`src/rtl/linear_proj_pkg.sv`:
```
// rtl/linear_proj_pkg.sv - shared state type and tile-dimension helpers for the linear projection scheduler
package linear_proj_pkg;

    typedef enum logic [2:0] {
        IDLE,
        ISSUE,
        DRAIN,
        WRITE,
        FIN
    } state_t;

    function automatic int calc_k(input int inner_dim, input int block_size);
        return inner_dim / block_size;
    endfunction

    function automatic int calc_rows(input int a_outer, input int block_size,
                                     input int cores_a, input int total_input_w);
        return a_outer / (block_size * cores_a * total_input_w);
    endfunction

    function automatic int calc_cols(input int b_outer, input int block_size,
                                     input int cores_b, input int total_modules);
        return b_outer / (block_size * cores_b * total_modules);
    endfunction

    // Address width for a buffer of the given depth; a depth of one still needs one bit.
    function automatic int addr_w(input int depth);
        return (depth <= 1) ? 1 : $clog2(depth);
    endfunction

endpackage

```
`src/rtl/linear_proj_idx_cnt.sv`:
```
// rtl/linear_proj_idx_cnt.sv - wrapping index counter used for the k, col and row loops
// Ports: clk, rst (sync active-high), clr (return to 0), inc (advance, wraps after MAX-1),
//        count_nxt (value the counter takes at the next edge), wrap (current value is MAX-1).
module linear_proj_idx_cnt
    import linear_proj_pkg::*;
#(
    parameter int MAX = 4,
    localparam int W = addr_w(MAX)
) (
    input  logic         clk,
    input  logic         rst,
    input  logic         clr,
    input  logic         inc,
    output logic [W-1:0] count_nxt,
    output logic         wrap
);

    logic [W-1:0] count;

    assign wrap = (count == W'(MAX - 1));

    // The look-ahead value lets the parent register its outputs from next-cycle indices.
    always_comb begin
        count_nxt = count;
        if (clr) begin
            count_nxt = '0;
        end else if (inc) begin
            count_nxt = wrap ? '0 : count + W'(1);
        end
    end

    always_ff @(posedge clk) begin
        if (rst) begin
            count <= '0;
        end else begin
            count <= count_nxt;
        end
    end

endmodule

```
`src/rtl/linear_proj_sched.sv`:
```
// rtl/linear_proj_sched.sv - tile scheduler issuing A/B operand beats and C write strobes
// Ports: clk, rst (sync active-high); start/busy/done run control; issue_valid/issue_ready
//        operand beat handshake with a_addr, b_addr, acc_first, acc_last; acc_valid core result
//        pulse; wr_en/wr_addr C tile write; err sticky protocol error.
// Optional: LINEAR_PROJ_PERF_CNT_EN adds stall_cnt (ready stalls plus drain wait cycles).
module linear_proj_sched
    import linear_proj_pkg::*;
#(
    parameter int A_OUTER_DIMENSION = 8,
    parameter int B_OUTER_DIMENSION = 8,
    parameter int INNER_DIMENSION   = 6,
    parameter int BLOCK_SIZE        = 2,
    parameter int NUM_CORES_A       = 2,
    parameter int NUM_CORES_B       = 1,
    parameter int TOTAL_INPUT_W     = 2,
    parameter int TOTAL_MODULES     = 4,
    localparam int K        = calc_k(INNER_DIMENSION, BLOCK_SIZE),
    localparam int ROWS     = calc_rows(A_OUTER_DIMENSION, BLOCK_SIZE, NUM_CORES_A, TOTAL_INPUT_W),
    localparam int COLS     = calc_cols(B_OUTER_DIMENSION, BLOCK_SIZE, NUM_CORES_B, TOTAL_MODULES),
    localparam int MAX_FLAG = ROWS * COLS,
    localparam int AW_A     = addr_w(ROWS * K),
    localparam int AW_B     = addr_w(COLS * K),
    localparam int AW_C     = addr_w(MAX_FLAG)
) (
    input  logic            clk,
    input  logic            rst,
    input  logic            start,
    output logic            busy,
    output logic            done,
    output logic            issue_valid,
    input  logic            issue_ready,
    output logic [AW_A-1:0] a_addr,
    output logic [AW_B-1:0] b_addr,
    output logic            acc_first,
    output logic            acc_last,
    input  logic            acc_valid,
    output logic            wr_en,
    output logic [AW_C-1:0] wr_addr,
    output logic            err
`ifdef LINEAR_PROJ_PERF_CNT_EN
    ,
    output logic [31:0]     stall_cnt
`endif
);

    localparam int KW = addr_w(K);
    localparam int CW = addr_w(COLS);
    localparam int RW = addr_w(ROWS);

    state_t state, state_nxt;

    logic [KW-1:0] k_nxt;
    logic [CW-1:0] col_nxt;
    logic [RW-1:0] row_nxt;
    logic          k_wrap, col_wrap, row_wrap;

    logic start_acc, transfer, write_st;

    logic            busy_n, done_n, issue_valid_n, acc_first_n, acc_last_n, wr_en_n, err_n;
    logic [AW_A-1:0] a_addr_n;
    logic [AW_B-1:0] b_addr_n;
    logic [AW_C-1:0] wr_addr_n;

    assign start_acc = (state == IDLE) && start;
    assign transfer  = (state == ISSUE) && issue_ready;
    assign write_st  = (state == WRITE);

    linear_proj_idx_cnt #(.MAX(K)) u_k_cnt (
        .clk       (clk),
        .rst       (rst),
        .clr       (start_acc),
        .inc       (transfer),
        .count_nxt (k_nxt),
        .wrap      (k_wrap)
    );

    linear_proj_idx_cnt #(.MAX(COLS)) u_col_cnt (
        .clk       (clk),
        .rst       (rst),
        .clr       (start_acc),
        .inc       (write_st),
        .count_nxt (col_nxt),
        .wrap      (col_wrap)
    );

    linear_proj_idx_cnt #(.MAX(ROWS)) u_row_cnt (
        .clk       (clk),
        .rst       (rst),
        .clr       (start_acc),
        .inc       (write_st && col_wrap),
        .count_nxt (row_nxt),
        .wrap      (row_wrap)
    );

    // Outputs are registered from the next state and next indices, so every output
    // reflects the state it is flopped alongside and issue fields hold while stalled.
    always_comb begin
        state_nxt = state;
        unique case (state)
            IDLE:    if (start) state_nxt = ISSUE;
            ISSUE:   if (transfer && k_wrap) state_nxt = DRAIN;
            DRAIN:   if (acc_valid) state_nxt = WRITE;
            WRITE:   state_nxt = (row_wrap && col_wrap) ? FIN : ISSUE;
            FIN:     state_nxt = IDLE;
            default: state_nxt = IDLE;
        endcase

        busy_n        = (state_nxt == ISSUE) || (state_nxt == DRAIN) || (state_nxt == WRITE);
        done_n        = (state_nxt == FIN);
        issue_valid_n = (state_nxt == ISSUE);
        a_addr_n      = '0;
        b_addr_n      = '0;
        acc_first_n   = 1'b0;
        acc_last_n    = 1'b0;
        if (issue_valid_n) begin
            a_addr_n    = AW_A'(int'(row_nxt) * K + int'(k_nxt));
            b_addr_n    = AW_B'(int'(col_nxt) * K + int'(k_nxt));
            acc_first_n = (k_nxt == '0);
            acc_last_n  = (k_nxt == KW'(K - 1));
        end
        wr_en_n   = (state_nxt == WRITE);
        wr_addr_n = wr_en_n ? AW_C'(int'(row_nxt) * COLS + int'(col_nxt)) : '0;
        err_n     = (start_acc ? 1'b0 : err) | (acc_valid && (state != DRAIN));
    end

    always_ff @(posedge clk) begin
        if (rst) begin
            state       <= IDLE;
            busy        <= 1'b0;
            done        <= 1'b0;
            issue_valid <= 1'b0;
            a_addr      <= '0;
            b_addr      <= '0;
            acc_first   <= 1'b0;
            acc_last    <= 1'b0;
            wr_en       <= 1'b0;
            wr_addr     <= '0;
            err         <= 1'b0;
        end else begin
            state       <= state_nxt;
            busy        <= busy_n;
            done        <= done_n;
            issue_valid <= issue_valid_n;
            a_addr      <= a_addr_n;
            b_addr      <= b_addr_n;
            acc_first   <= acc_first_n;
            acc_last    <= acc_last_n;
            wr_en       <= wr_en_n;
            wr_addr     <= wr_addr_n;
            err         <= err_n;
        end
    end

`ifdef LINEAR_PROJ_PERF_CNT_EN
    always_ff @(posedge clk) begin
        if (rst || start_acc) begin
            stall_cnt <= '0;
        end else if ((((state == ISSUE) && !issue_ready) || (state == DRAIN)) && (stall_cnt != '1)) begin
            stall_cnt <= stall_cnt + 32'd1;
        end
    end
`endif

endmodule
```
`config.mk`:
```
export PLATFORM = sky130hd
export DESIGN_NAME = linear_proj_sched
export DESIGN_NICKNAME = d
export VERILOG_FILES = /design/src/rtl/linear_proj_pkg.sv /design/src/rtl/linear_proj_idx_cnt.sv /design/src/rtl/linear_proj_sched.sv
export SDC_FILE = /design/constraint.sdc
export NUM_CORES = 1
export LEC_CHECK = 0
export BUFFER_PORTS_ARGS = -buffer_cell sky130_fd_sc_hd__clkbuf_2
export CORE_UTILIZATION = 30
export DETAILED_ROUTE_END_ITERATION = 8
export PLACE_DENSITY = 0.58
export SLEW_MARGIN = 0
export SYNTH_ARGS = -nofsm -noshare
export SYNTH_HDL_FRONTEND = slang
export SYNTH_HIERARCHICAL = 1
export SYNTH_SLANG_ARGS = --single-unit
```
`constraint.sdc`:
```
create_clock -name clk -period 3.9 [get_ports clk]
set_input_delay 0.975 -clock clk [delete_from_list [all_inputs] [get_ports clk]]
set_output_delay 0.975 -clock clk [all_outputs]
set_load 0.01 [all_outputs]
```
-- Word-level counts from Yosys, hierarchy flattened
Index checks and enable logic that the tools add are counted.
- add/subtract/negate cells: 6
- eq/ne operators: 10
- muxes and demuxes: 15
- reduce and logical (&&, ||, !) cells: 12
- multipliers: 2
- bitwise logic cells: 5
- operators with widths (cell ; number):
    3-bit by 2-bit equality test with 1-bit output (second input constant) ; 4
    3-bit two-way mux ; 4
    3-bit case mux with 4 select lines ; 1
    1-bit two-way mux ; 7
    3-bit by 1-bit equality test with 1-bit output (second input constant) ; 2
    1-bit logical AND ; 6
    2-bit two-way mux ; 3
    2-bit adder ; 2
    2-bit equality test (second input constant) ; 2
    1-bit by 2-bit multiplier with 2-bit output (second input constant) ; 2
    1-bit inverter ; 4
    2-bit OR reduction ; 2
    3-bit equality test (second input constant) ; 1
    3-bit logical NOT ; 1
    3-bit by 2-bit inequality test with 1-bit output (second input constant) ; 1
    1-bit adder (second input constant) ; 2
    2-bit by 1-bit adder with 2-bit output (second input constant) ; 1
    2-bit logical NOT ; 1
    1-bit logical OR ; 2
    1-bit adder ; 1
    1-bit bitwise OR ; 1
- word-level logic and storage cells: 64
- input port bits: 5
- register bits: 19
- output and inout bits: 12

-- Depth between registers and ports, before layout
- depth in word-level cells: 8
- depth in mapped cells: 8
- depth with buffers taken out: 8

-- Hierarchy
The synthesis kept the hierarchy.
- modules (own cells, without submodules) (module ; cells each ; area an instance (um^2) ; instances ; sequential area each (um^2)):
    linear_proj_sched ; 60 ; 660.6 ; 1 ; 300.3
    linear_proj_idx_cnt at u_k_cnt ; 11 ; 105.1 ; 1 ; 40.0
    linear_proj_idx_cnt at u_col_cnt ... ; 4 ; 46.3 ; 2 ; 20.0

-- Worst setup path before layout
Ideal clock, no wire load.
- path kind: input-to-reg
- from: input start
- to: register b_addr[1]
- path buffers: 0
- cell stages on the path: 6
- library setup time: 0.081 ns
- required time: 3.819 ns
- arrival time: 3.000 ns
- path slack: 0.819 ns
- cells stage by stage: nor4b_1 a21oi_1 ha_1 xor2_1 xnor2_1 nor3_1
- elaborated cells on any way between the ends: 10
- classes of those cells: add/sub (1); mul (1); eq/ne (1); mux (4); bitwise (1); reduce/logical (2)
- RTL lines (what ; line ; source):
    from (decl) ; linear_proj_sched.sv:27 ; input logic start,
    1-bit logical AND ; linear_proj_sched.sv:64 ; assign start_acc = (state == IDLE) && start;
    2-bit two-way mux ; linear_proj_idx_cnt.sv:25 ; if (clr) begin
    named net k_nxt[0] ; linear_proj_sched.sv:52 ; logic [KW-1:0] k_nxt;
    2-bit adder ; linear_proj_sched.sv:117 ; b_addr_n = AW_B'(int'(col_nxt) * K + int'(k_nxt));
    to (signal assigned) ; linear_proj_sched.sv:145 ; b_addr <= b_addr_n;
    to (decl) ; linear_proj_sched.sv:33 ; output logic [AW_B-1:0] b_addr,
The timed path passes the listed nets, and every way through them passes these cells.
A chain may end at the register's enable or synchronous reset.

-- Final worst setup path
- from: input issue_ready
- to: register b_addr[1]
- elaborated cells on any way between the ends: 10
- classes of those cells: add/sub (1); eq/ne (1); mux (4); bitwise (1); reduce/logical (3)
- RTL lines (what ; line ; source):
    from (decl) ; linear_proj_sched.sv:31 ; input logic issue_ready,
    1-bit logical AND ; linear_proj_sched.sv:65 ; assign transfer = (state == ISSUE) && issue_ready;
    named net transfer ; linear_proj_sched.sv:57 ; logic start_acc, transfer, write_st;
    2-bit two-way mux ; linear_proj_idx_cnt.sv:27 ; end else if (inc) begin
    2-bit two-way mux ; linear_proj_idx_cnt.sv:25 ;
    named net k_nxt[0] ; linear_proj_sched.sv:52 ;
    2-bit adder ; linear_proj_sched.sv:117 ;
The timed path passes the listed nets, and every way through them passes these cells.

==> summary.md <==
| Metric | Value |
|---|---|
| WS Path Type | `in -> reg` |
| Non-Filler Instances | `129` |
| First-pass iteration count of the detailed router | `4` |
| Share of cells above drive strength 1 | `28.57%` |
| NetSw | `0.00008592 W` |
| Initial core utilization | `a little under a third` |
| Clock Root Buffer | `clkbuf_4` |
| Met3 Usage GRT | `2.342%` |
| Lkg Pwr | `around 0.4 nW` |
| Fmax | `roughly 340 MHz` |
| FF-to-FF Start | `state[0]$_SDFF_PP0_` |
| Crit-path max cell delay | `0.48 ns` |
| Placed instance area | `between 900 and 1000 µm²` |
| Leading area contributor after synthesis | `dfxtp_1` |
| Commonest cells after routing, fill and taps aside | `19 x dfxtp_1, 16 x clkbuf_2, 6 x nor2_1, 6 x inv_1` |
| # placed instances | `roughly 130` |
| Crit. End Element | `flip-flop` |
| Worst path cell trace | `clkbuf_2 > nor4bb_1 > or3b_1 > a21oi_1 > ha_1 > xor2_1 > xnor2_1 > nor3_1` |
| FF-to-FF End | `b_addr[1]$_SDFF_PP0_` |
| Final min period | `approximately 2.9 ns` |
| Worst Max-Slew Pin Slew | `approximately 0.56 ns` |
| Die width | `about 55 µm` |
| RSZ-0062 raised after global routing | `no` |
| Synth warnings | `6` |
| Remaining Overflow, GRT | `0` |
| Post-detailed-route count of antenna-violating nets | `0` |
| Register share of total power | `59.7%` |
| Number of synthesized register bits | `19` |
| Worst hold endpoint | `u_row_cnt/count$_SDFF_PP0_` |
| Hold WC Path Type | `reg -> reg` |
| Mapped Nets | `between 80 and 90` |
| DIE HEIGHT | `55.49 µm` |
| Via Count | `645` |
| Total Wirelength | `about 1.6 mm` |
| Crit path required time | `4.07 ns` |
| Worst Clk Skew | `around 0.0043 ns` |
| Final period util | `74.58%` |
| Final Setup Violations | `0` |
| Placeable core region | `~2700 µm²` |
| Setup Fix Bufs, Post-CTS | `0` |
| Largest net degree at the start of global routing | `11` |
| Met2 Use GR | `between 10% and 20%` |
| Critical path peak fanout | `4` |
| Layer with the highest usage | `met2` |
| Post-Syn Instances | `79` |
| PortBufs | `16` |
| Hold buffers post-CTS | `0` |
| Hold Violations, Final | `0` |
| Post-route setup TNS | `0 ns` |
| ANT cells | `0` |
| CTS tree | `yes` |
| Status | `complete, no violations` |
| Fin. max-slew vios | `0` |
| Top-Level Pins | `17` |
| Die Area | `around 3100 µm²` |
| Fin area | `approximately 1000 µm²` |
| Cells on worst reg2reg path | `7` |
| CP max-delay cell | `nor4bb_1` |
| Number of global-route vias before repair | `between 600 and 700` |
| Leading post-synthesis cells by cell area | `dfxtp_1 44%, nor4_4 5.0%, nor3b_1 3.5%` |
| Final HPWL DP | `around 1.2 mm` |
| Post-synthesis sequential area ratio | `between 40% and 50%` |
| Met1 Use GR | `between 10% and 20%` |
| Synth Cell Area | `between 800 and 900 µm²` |
| DR DRC count | `0` |
| Gate power share | `about 10%` |
| Max cap viols | `0` |
| Clock slew at reported path FFs | `approximately 0.11 ns` |
| CTS resizes | `0` |
| Drt wl/cell | `around 12 µm` |
| Cell-internal power | `0.0002534 W` |
| Hold Crit Depth | `1` |
| Dpl ws | `~0.68 ns` |
| Worst Setup Start Kind | `input pin` |
| Initial antenna violation count | `0` |
| Syn_area_per_cell | `approximately 11 µm²` |
| Row Count | `19` |
| Worst vdd ir | `~0.16 mV` |
| Clk sinks | `19` |
| Flop2flop setup slack | `1.33 ns` |
| Clk pwr share | `30.0%` |
| Gp weighted congestion | `0.7320` |
| WP data arrival | `3.08 ns` |
| H-tree depth | `1` |
| Fillers | `between 200 and 300` |
| Switching Fraction | `25.32%` |
| GRT Overall Usage | `~12%` |
| Vias per inst | `~5.0` |
| Max-slew headroom | `between 60% and 70%` |
| Clock network latency to the later pin of the worst-skew pair | `approximately 0.29 ns` |
| Area share of the largest cell type after synthesis | `44.31%` |
| Area Growth Syn to Fin | `16.03%` |
| Final net count | `106` |
| Hold Startpoint | `u_row_cnt/count$_SDFF_PP0_` |
| Fin Hold WS | `slightly above 0.5 ns` |
| Pwr dens | `between 300 and 400 nW/µm²` |
| Clock buffer depth | `2` |
| Starting DRT DRC Count | `6` |
| Synth unique cells | `32` |
| First-pass GRT wire length | `about 2.7 mm` |
| Most common cell after layout, fill and taps aside | `dfxtp_1` |
| Final worst-path setup slack | `0.9915 ns` |
| CTS Buf Count | `3` |
area by class of cell:
cell class	instances	area [µm²]	share of cell area [%]
multi-input cells	52	440.4	44.22
inverters	6	22.52	2.261
repair buffers	17	87.58	8.794
clock buffers	4	26.28	2.638
flip-flops and latches	19	380.4	38.19
well taps	31	38.79	3.894
flip-flops by register name, indices dropped and copies added, names as in the netlist, 2 cells and up:
signal / flops
state: 3
a_addr: 2
u_k_cnt/count: 2
b_addr: 2
cells by family after synthesis:
kind of cell / Yosys count / share of synthesized area (%)
compound gates: 9 / 8.455
simple gates: 35 / 32.22
flops: 19 / 44.31
fa+ha+maj: 2 / 2.915
mux: 1 / 2.624
buf+inv: 8 / 4.372
xor+xnor: 5 / 5.103
per-layer routing:
layer / up-vias / share of wire [%]
met3: 2 / 2.0
met4: 0 / 1.7
met2: 11 / 51
met5: - / 0
li1: 323 / -
met1: 309 / 45
cells in the mapped netlist, drive strengths merged:
master   number
a211oi        2
a21o          1
a21oi         2
and2          3
buf           1
clkbuf        1
dfxtp        19
ha            2
inv           6
mux4          1
nand2         2
nand2b        3
nand3b        1
nand4b        1
nor2          6
nor2b         1
nor3          4
nor3b         4
nor4          4
nor4b         4
nor4bb        1
o2111ai       1
o21ai         2
o311a         1
or3b          1
xnor2         3
xor2          2
worst max-delay path by stage:
stage / from / to / slack [ns] / cells after the start
detailed placement: issue_ready / a_addr[1]$_SDFF_PP0_ / 0.68 / 8
finish: issue_ready / b_addr[1]$_SDFF_PP0_ / 0.99 / 8
CTS: issue_ready / a_addr[1]$_SDFF_PP0_ / 1.01 / 8
global placement: issue_ready / b_addr[1]$_SDFF_PP0_ / 0.73 / 8
global route: issue_ready / b_addr[1]$_SDFF_PP0_ / 0.78 / 8
floorplan: start / b_addr[1]$_SDFF_PP0_ / 0.82 / 6
critical path, delay by kind of cell:
kind | cells | cell delay [ns]
simple gates | 3 | 0.96
compound gates | 1 | 0.47
xor+xnor | 2 | 0.30
fa+ha+maj | 1 | 0.26
buf+inv | 1 | 0.10
power by group through the flow:
| stage | Clock, W | Sequential, W | Combinational, W |
|---|---|---|---|
| 2_1_floorplan | 0 | 0.000209 | 0.0000219 |
| 3_3_place_gp | 0 | 0.000207 | 0.0000348 |
| 3_5_place_dp | 0 | 0.000207 | 0.0000351 |
| 4_1_cts | 0.000106 | 0.000203 | 0.0000352 |
| 5_1_grt | 0.000115 | 0.000204 | 0.0000382 |
| 6_report | 0.000102 | 0.000203 | 0.0000348 |
through the flow:
stage           power, W  utilization [%]
2_1_floorplan  0.0002306                -
3_5_place_dp   0.0002423            35.47
6_report       0.0003393            36.43
3_3_place_gp   0.0002416            35.47
5_1_grt        0.0003566            36.43
4_1_cts        0.0003436            36.43
(Power assumes the default switching activity.)
